[config.mk]
export PLATFORM = sky130hd
export DESIGN_NAME = alu_seq_ctrl_flat
export DESIGN_NICKNAME = d
export VERILOG_FILES = /design/src/rtl/alu_pkg.sv /design/src/rtl/alu_seq_ctrl_if.sv /design/src/rtl/alu_seq_ctrl.sv /design/src/flat_wrapper.sv
export SDC_FILE = /design/constraint.sdc
export NUM_CORES = 1
export LEC_CHECK = 0
export CAP_MARGIN = 10
export CORE_MARGIN = 3
export CORE_UTILIZATION = 45
export DETAILED_ROUTE_END_ITERATION = 10
export PLACE_DENSITY = 0.81
export SLEW_MARGIN = 20
export SYNTH_ARGS = -nofsm -noshare
export SYNTH_HDL_FRONTEND = slang
export SYNTH_SLANG_ARGS = --single-unit
[constraint.sdc]
create_clock -name clk -period 3.4 [get_ports clk]
set_input_delay 0.68 -clock clk [delete_from_list [all_inputs] [get_ports clk]]
set_output_delay 0.68 -clock clk [all_outputs]
set_load 0.005 [all_outputs]
[src/rtl/alu_pkg.sv]
// Opcode set shared by the 32-bit ALU and its sequencing controller.
package alu_pkg;

    localparam int OP_W = 5;

    typedef enum logic [OP_W-1:0] {
        OP_NOP = 5'd0,
        OP_ADD = 5'd1,
        OP_SUB = 5'd2,
        OP_AND = 5'd3,
        OP_OR  = 5'd4,
        OP_XOR = 5'd5,
        OP_NOR = 5'd6
    } alu_op_e;

    // Opcodes above NOR are reserved and rejected by the controller.
    function automatic logic op_is_legal(input logic [OP_W-1:0] op);
        return op <= OP_NOR;
    endfunction

endpackage

[src/rtl/alu_seq_ctrl_if.sv]
// Result stream plus ALU operand/result bus between the sequencer and its neighbours.
interface alu_seq_ctrl_if #(
    parameter int DATA_W = 32
) ();

    logic [DATA_W-1:0]        result;
    logic                     result_valid;
    logic                     result_ready;
    logic [DATA_W-1:0]        alu_a;
    logic [DATA_W-1:0]        alu_b;
    logic [alu_pkg::OP_W-1:0] alu_op;
    logic [DATA_W-1:0]        alu_out;

    modport master (
        output result, result_valid, alu_a, alu_b, alu_op,
        input  result_ready, alu_out
    );

    modport slave (
        input  result, result_valid, alu_a, alu_b, alu_op,
        output result_ready, alu_out
    );

endinterface

[src/rtl/alu_seq_ctrl.sv]
// Iterates x[k+2] = x[k+1] op x[k] through an external combinational ALU and
// streams each term out on a valid/ready handshake.
module alu_seq_ctrl
    import alu_pkg::*;
#(
    parameter int DATA_W = 32,
    parameter int CNT_W  = 8
) (
    input  logic              clk,
    input  logic              rst,
    input  logic              start,
    input  logic [DATA_W-1:0] seed_a,
    input  logic [DATA_W-1:0] seed_b,
    input  logic [OP_W-1:0]   op,
    input  logic [CNT_W-1:0]  count,
    output logic              busy,
    output logic              done,
    output logic              err,
    alu_seq_ctrl_if.master    bus
);

    typedef enum logic [1:0] {
        S_IDLE  = 2'd0,
        S_ISSUE = 2'd1,
        S_HOLD  = 2'd2,
        S_FIN   = 2'd3
    } state_e;

    state_e            r_state;
    logic [DATA_W-1:0] r_prev;
    logic [DATA_W-1:0] r_cur;
    logic [DATA_W-1:0] r_result;
    logic              r_valid;
    logic [OP_W-1:0]   r_op;
    logic [OP_W-1:0]   r_alu_op;
    logic [CNT_W-1:0]  r_rem;
    logic              r_busy;
    logic              r_done;
    logic              r_err;

    logic              w_start_ok;
    logic              w_hs;

    assign w_start_ok = op_is_legal(op) && (count != '0);
    // r_valid is only ever set while in HOLD, so this is the HOLD handshake.
    assign w_hs       = r_valid && bus.result_ready;

    // Operands always reflect the recurrence registers; only alu_op is gated to ISSUE.
    assign bus.alu_a        = r_cur;
    assign bus.alu_b        = r_prev;
    assign bus.alu_op       = r_alu_op;
    assign bus.result       = r_result;
    assign bus.result_valid = r_valid;
    assign busy             = r_busy;
    assign done             = r_done;
    assign err              = r_err;

    always_ff @(posedge clk) begin
        if (rst) begin
            r_state  <= S_IDLE;
            r_prev   <= '0;
            r_cur    <= '0;
            r_result <= '0;
            r_valid  <= 1'b0;
            r_op     <= OP_NOP;
            r_alu_op <= OP_NOP;
            r_rem    <= '0;
            r_busy   <= 1'b0;
            r_done   <= 1'b0;
            r_err    <= 1'b0;
        end else begin
            case (r_state)
                S_IDLE: begin
                    if (start) begin
                        r_busy <= 1'b1;
                        if (w_start_ok) begin
                            r_prev   <= seed_a;
                            r_cur    <= seed_b;
                            r_op     <= op;
                            r_alu_op <= op;
                            r_rem    <= count;
                            r_err    <= 1'b0;
                            r_state  <= S_ISSUE;
                        end else begin
                            r_err   <= 1'b1;
                            r_done  <= 1'b1;
                            r_state <= S_FIN;
                        end
                    end
                end
                S_ISSUE: begin
                    r_result <= bus.alu_out;
                    r_valid  <= 1'b1;
                    r_alu_op <= OP_NOP;
                    r_state  <= S_HOLD;
                end
                S_HOLD: begin
                    if (w_hs) begin
                        r_prev  <= r_cur;
                        r_cur   <= r_result;
                        r_rem   <= r_rem - 1'b1;
                        r_valid <= 1'b0;
                        // Ending at rem==1 keeps rem from ever wrapping below zero.
                        if (r_rem == CNT_W'(1)) begin
                            r_done  <= 1'b1;
                            r_state <= S_FIN;
                        end else begin
                            r_alu_op <= r_op;
                            r_state  <= S_ISSUE;
                        end
                    end
                end
                S_FIN: begin
                    r_done  <= 1'b0;
                    r_busy  <= 1'b0;
                    r_state <= S_IDLE;
                end
                default: begin
                    r_state <= S_IDLE;
                end
            endcase
        end
    end

endmodule
[src/flat_wrapper.sv]
// flat-port wrapper written by rule: the top's interface ports become plain ports
module alu_seq_ctrl_flat import alu_pkg::*;
#(
    parameter int DATA_W = 32,
    parameter int CNT_W  = 8
)
  (clk, rst, start, seed_a, seed_b, op, count, busy, done, err, bus_result, bus_result_valid, bus_alu_a, bus_alu_b, bus_alu_op, bus_result_ready, bus_alu_out);
  alu_seq_ctrl_if #(.DATA_W(DATA_W)) bus_i ();
  input  logic clk;
  input  logic rst;
  input  logic start;
  input  logic [DATA_W-1:0] seed_a;
  input  logic [DATA_W-1:0] seed_b;
  input  logic [OP_W-1:0] op;
  input  logic [CNT_W-1:0] count;
  output logic busy;
  output logic done;
  output logic err;
  output wire logic [$bits(bus_i.result)-1:0] bus_result;
  output wire logic [$bits(bus_i.result_valid)-1:0] bus_result_valid;
  output wire logic [$bits(bus_i.alu_a)-1:0] bus_alu_a;
  output wire logic [$bits(bus_i.alu_b)-1:0] bus_alu_b;
  output wire logic [$bits(bus_i.alu_op)-1:0] bus_alu_op;
  input wire logic [$bits(bus_i.result_ready)-1:0] bus_result_ready;
  input wire logic [$bits(bus_i.alu_out)-1:0] bus_alu_out;
  assign bus_result = bus_i.result;
  assign bus_result_valid = bus_i.result_valid;
  assign bus_alu_a = bus_i.alu_a;
  assign bus_alu_b = bus_i.alu_b;
  assign bus_alu_op = bus_i.alu_op;
  assign bus_i.result_ready = bus_result_ready;
  assign bus_i.alu_out = bus_alu_out;
  alu_seq_ctrl #(.DATA_W(DATA_W), .CNT_W(CNT_W)) u_core (.clk(clk), .rst(rst), .start(start), .seed_a(seed_a), .seed_b(seed_b), .op(op), .count(count), .busy(busy), .done(done), .err(err), .bus(bus_i));
endmodule
==> summary.md <==
| Metric | Value |
|---|---|
| Status | complete, no violations |
| CP bufs+invs | 2 |
| Crit-path cells | clkdlybuf4s50_1 -> a311o_1 -> a211o_2 -> buf_12 -> a211oi_1 -> a211oi_1 |
| Clock Latency Late Sink | 410 ps |
| DRT Wirelength | 18200 µm |
| Worst endpoint data arrival time | 2750 ps |
| Slowest cell delay on critical path | 510 ps |
| Port Buffers | 217 |
| Reg2reg end | u_core.bus.alu_a[20] |
| Power per cell area | 802 nW/µm² |
| Layout Skew | 5.63 ps |
| Synth Net Count | 765 |
| Grt met3 use | 0.0919 |
| Post-cts resize count | 0 |
| Fmax | 402 MHz |
| Area grow syn2layout | 46.9% |
| Post-synth EDFFs | 0 |
| Min cycle time layout | 2490 ps |
| Slew @ Worst Pin | 791 ps |
| Placed cell areas | 8310 µm² |
| Most common cell after layout, fill and taps aside | clkdlybuf4s50_1 |
| Max Cap Viol | 0 |
| Num CTS Buffers | 17 |
| Critical path capture point type | flop |
| Main flop type after synthesis | dfxtp_1 |
| Placed cells | 987 |
| # IOs | 218 |
| Hold path endpoint | u_core.bus.alu_b[29] |
| Hold Crit Class | reg2reg |
| Synth Area per Inst | 9.33 µm² |
| Clock slew at reported path FFs | 50 ps |
| Reg-to-Reg Start | u_core.r_state[0] |
| P_leak | 3.08 nW |
| GR Layer Usage met2 | 0.419 |
| RD Place Congestion | 0.896 |
| RSZ-0062 raised after global routing | false |
| Post-synth ARST share | 0 |
| Post-CTS Setup Bufs | 0 |
| Final ANT Viol Nets | 0 |
| Remaining Overflow, GRT | 0 |
| GR peak layer | met2 |
| Post-synthesis cell type count | 45 |
| Register bit count reported by yosys | 120 |
| Slowest CP cell | a211o_2 |
| Initial antenna violation count | 0 |
| Hold path depth | 2 |
| Synth warn | 0 |
| Kind of critical path | in2reg |
| Pin count of the biggest net entering global routing | 73 |
| Final period util | 0.731 |
| Layout cells sized above 1 | 0.154 |
| Setup_tns | 0 ps |
| Met1 capacity usage during global routing | 0.289 |
| CTS tree | done |
| Hold_buf cts | 0 |
| Layout Nets | 954 |
| Iteration-0 DRC count of the detailed router | 521 |
| Die W | 122 µm |
| Wire length per cell | 17.9 µm |
| Most frequent cells in the layout | clkdlybuf4s50_1, a211oi_1, dfxtp_1, inv_1, mux2_2 |
| Drt pass-1 iters | 5 |
| Vias | 5561 |
| Setup violators final | 0 |
| Seq/Total Area, Yosys | 0.399 |
| Synth Cell Area | 6020 µm² |
| Cell area after layout | 8840 µm² |
| Fin. Hold Viols | 0 |
| Post-Syn Instances | 645 |
| Post-layout util | 0.689 |
| CORE AREA | 12800 µm² |
| Rows | 41 |
| Crit path required time | 3660 ps |
| Hold_sp | u_core.bus.alu_b[29] |
| Flop2flop setup slack | 920 ps |
| Clk root buf | clkbuf_16 |
| Antenna cell count | 0 |
| Place WS | 517 ps |
| Tot GR Track Use | 0.247 |
| HPWL Detailed | 12300 µm |
| Number of global-route vias before repair | 5858 |
| Remaining DRCs | 0 |
| Pins Over Slew Limit | 0 |
| Htree depth | 4 |
| Worst rel slew slack | 0.473 |
| # clock sinks | 120 |
| Critical Path Source Type | input port |
| First-pass GRT wire length | 29400 µm |
| Crit path max-delay family | compound AO/OA/AOI/OAI gates |
| Total power draw | 7.09 mW |
| Die H | 122 µm |
| Finished Layout Cells | 1017 |
| Crit path max fanout | 36 |
| Top cell by count, worst path | a211oi_1 |
| Worst vdd ir | 0.000393 V |
| Final worst slack | 915 ps |
| Vias per inst | 5.47 |
| Cell depth of the worst flop-to-flop path | 7 |
| Hold Slack | 456 ps |
| Initial Util | 0.469 |
| Max clock buf depth | 2 |
| Area of the die | 14800 µm² |
==> sequential cells by signal, indices dropped and copies added, names as in the netlist <==
name	count
u_core.bus.result	32
u_core.done	1
u_core.bus.alu_a	32
u_core.bus.result_valid	1
u_core.r_op	5
u_core.err	1
u_core.r_state	2
u_core.r_rem	8
u_core.busy	1
u_core.bus.alu_b	32
u_core.bus.alu_op	5
==> layout make-up <==
cell class,instances,area [µm²]
fillers,975,3980
multi-input cells,394,3130
flip-flops and latches,120,2400
repair buffers,230,2300
clock buffers,27,513
inverters,71,267
well taps,172,215
clock inverters,3,15.0
==> synth_stat cells (3+ instances only) <==
| master | number | area, µm² |
|---|---|---|
| a211oi_1 | 125 | 938 |
| dfxtp_1 | 120 | 2400 |
| inv_1 | 71 | 267 |
| mux2_2 | 70 | 788 |
| nor2_1 | 52 | 195 |
| clkbuf_1 | 42 | 158 |
| mux2i_1 | 35 | 350 |
| a21oi_1 | 14 | 70.1 |
| nor2b_1 | 11 | 68.8 |
| a211oi_2 | 10 | 125 |
| buf_2 | 10 | 50.1 |
| nand2_1 | 9 | 33.8 |
| nand3_1 | 9 | 45.0 |
| ha_1 | 7 | 87.6 |
| nand2b_1 | 7 | 43.8 |
| buf_1 | 6 | 22.5 |
| nor3_1 | 4 | 20.0 |
| o21ai_0 | 4 | 20.0 |
| o32ai_1 | 4 | 35.0 |
| nor4_1 | 3 | 18.8 |
==> routing by layer <==
metal	wire, µm	vias up	part of all wire
met5	0	-	0
met4	291	0	0.016
met3	1610	28	0.088
met2	9100	205	0.50
met1	7230	2628	0.40
li1	-	2700	-
==> kinds of logic after synthesis <==
group,Yosys count,synth area share
DFF,120,0.399
and+or+nand+nor,107,0.0860
muxes,105,0.189
AOI/OAI and AO/OA,175,0.225
adders and majority gates,7,0.0145
buffers and inverters,131,0.0862
==> worst register-to-register path, stage by stage (launching register included) <==
cell and delay, ps:
dfxtp_1 330, inv_1 160, ha_4 350, a21boi_0 290, or2_2 540, buf_12 320, a211oi_1 130, a211oi_1 280
==> how the worst max path moves through the flow <==
stage | cells past startpoint | from | endpoint
2_1_floorplan | 6 | op[2] | u_core.r_rem[3]
3_3_place_gp | 6 | op[2] | u_core.bus.alu_a[29]
3_5_place_dp | 6 | op[2] | u_core.r_rem[6]
4_1_cts | 7 | u_core.r_state[0] | u_core.bus.alu_a[20]
5_1_grt | 7 | u_core.r_state[0] | u_core.bus.alu_b[22]
6_report | 6 | op[2] | u_core.bus.alu_a[20]
==> where the power goes <==
part	switching, mW	internal (mW)
Combinational	1.65	1.72
Sequential	0.302	1.81
Clock	0.592	1.01
No activity file was read; power rests on OpenSTA's default activity.
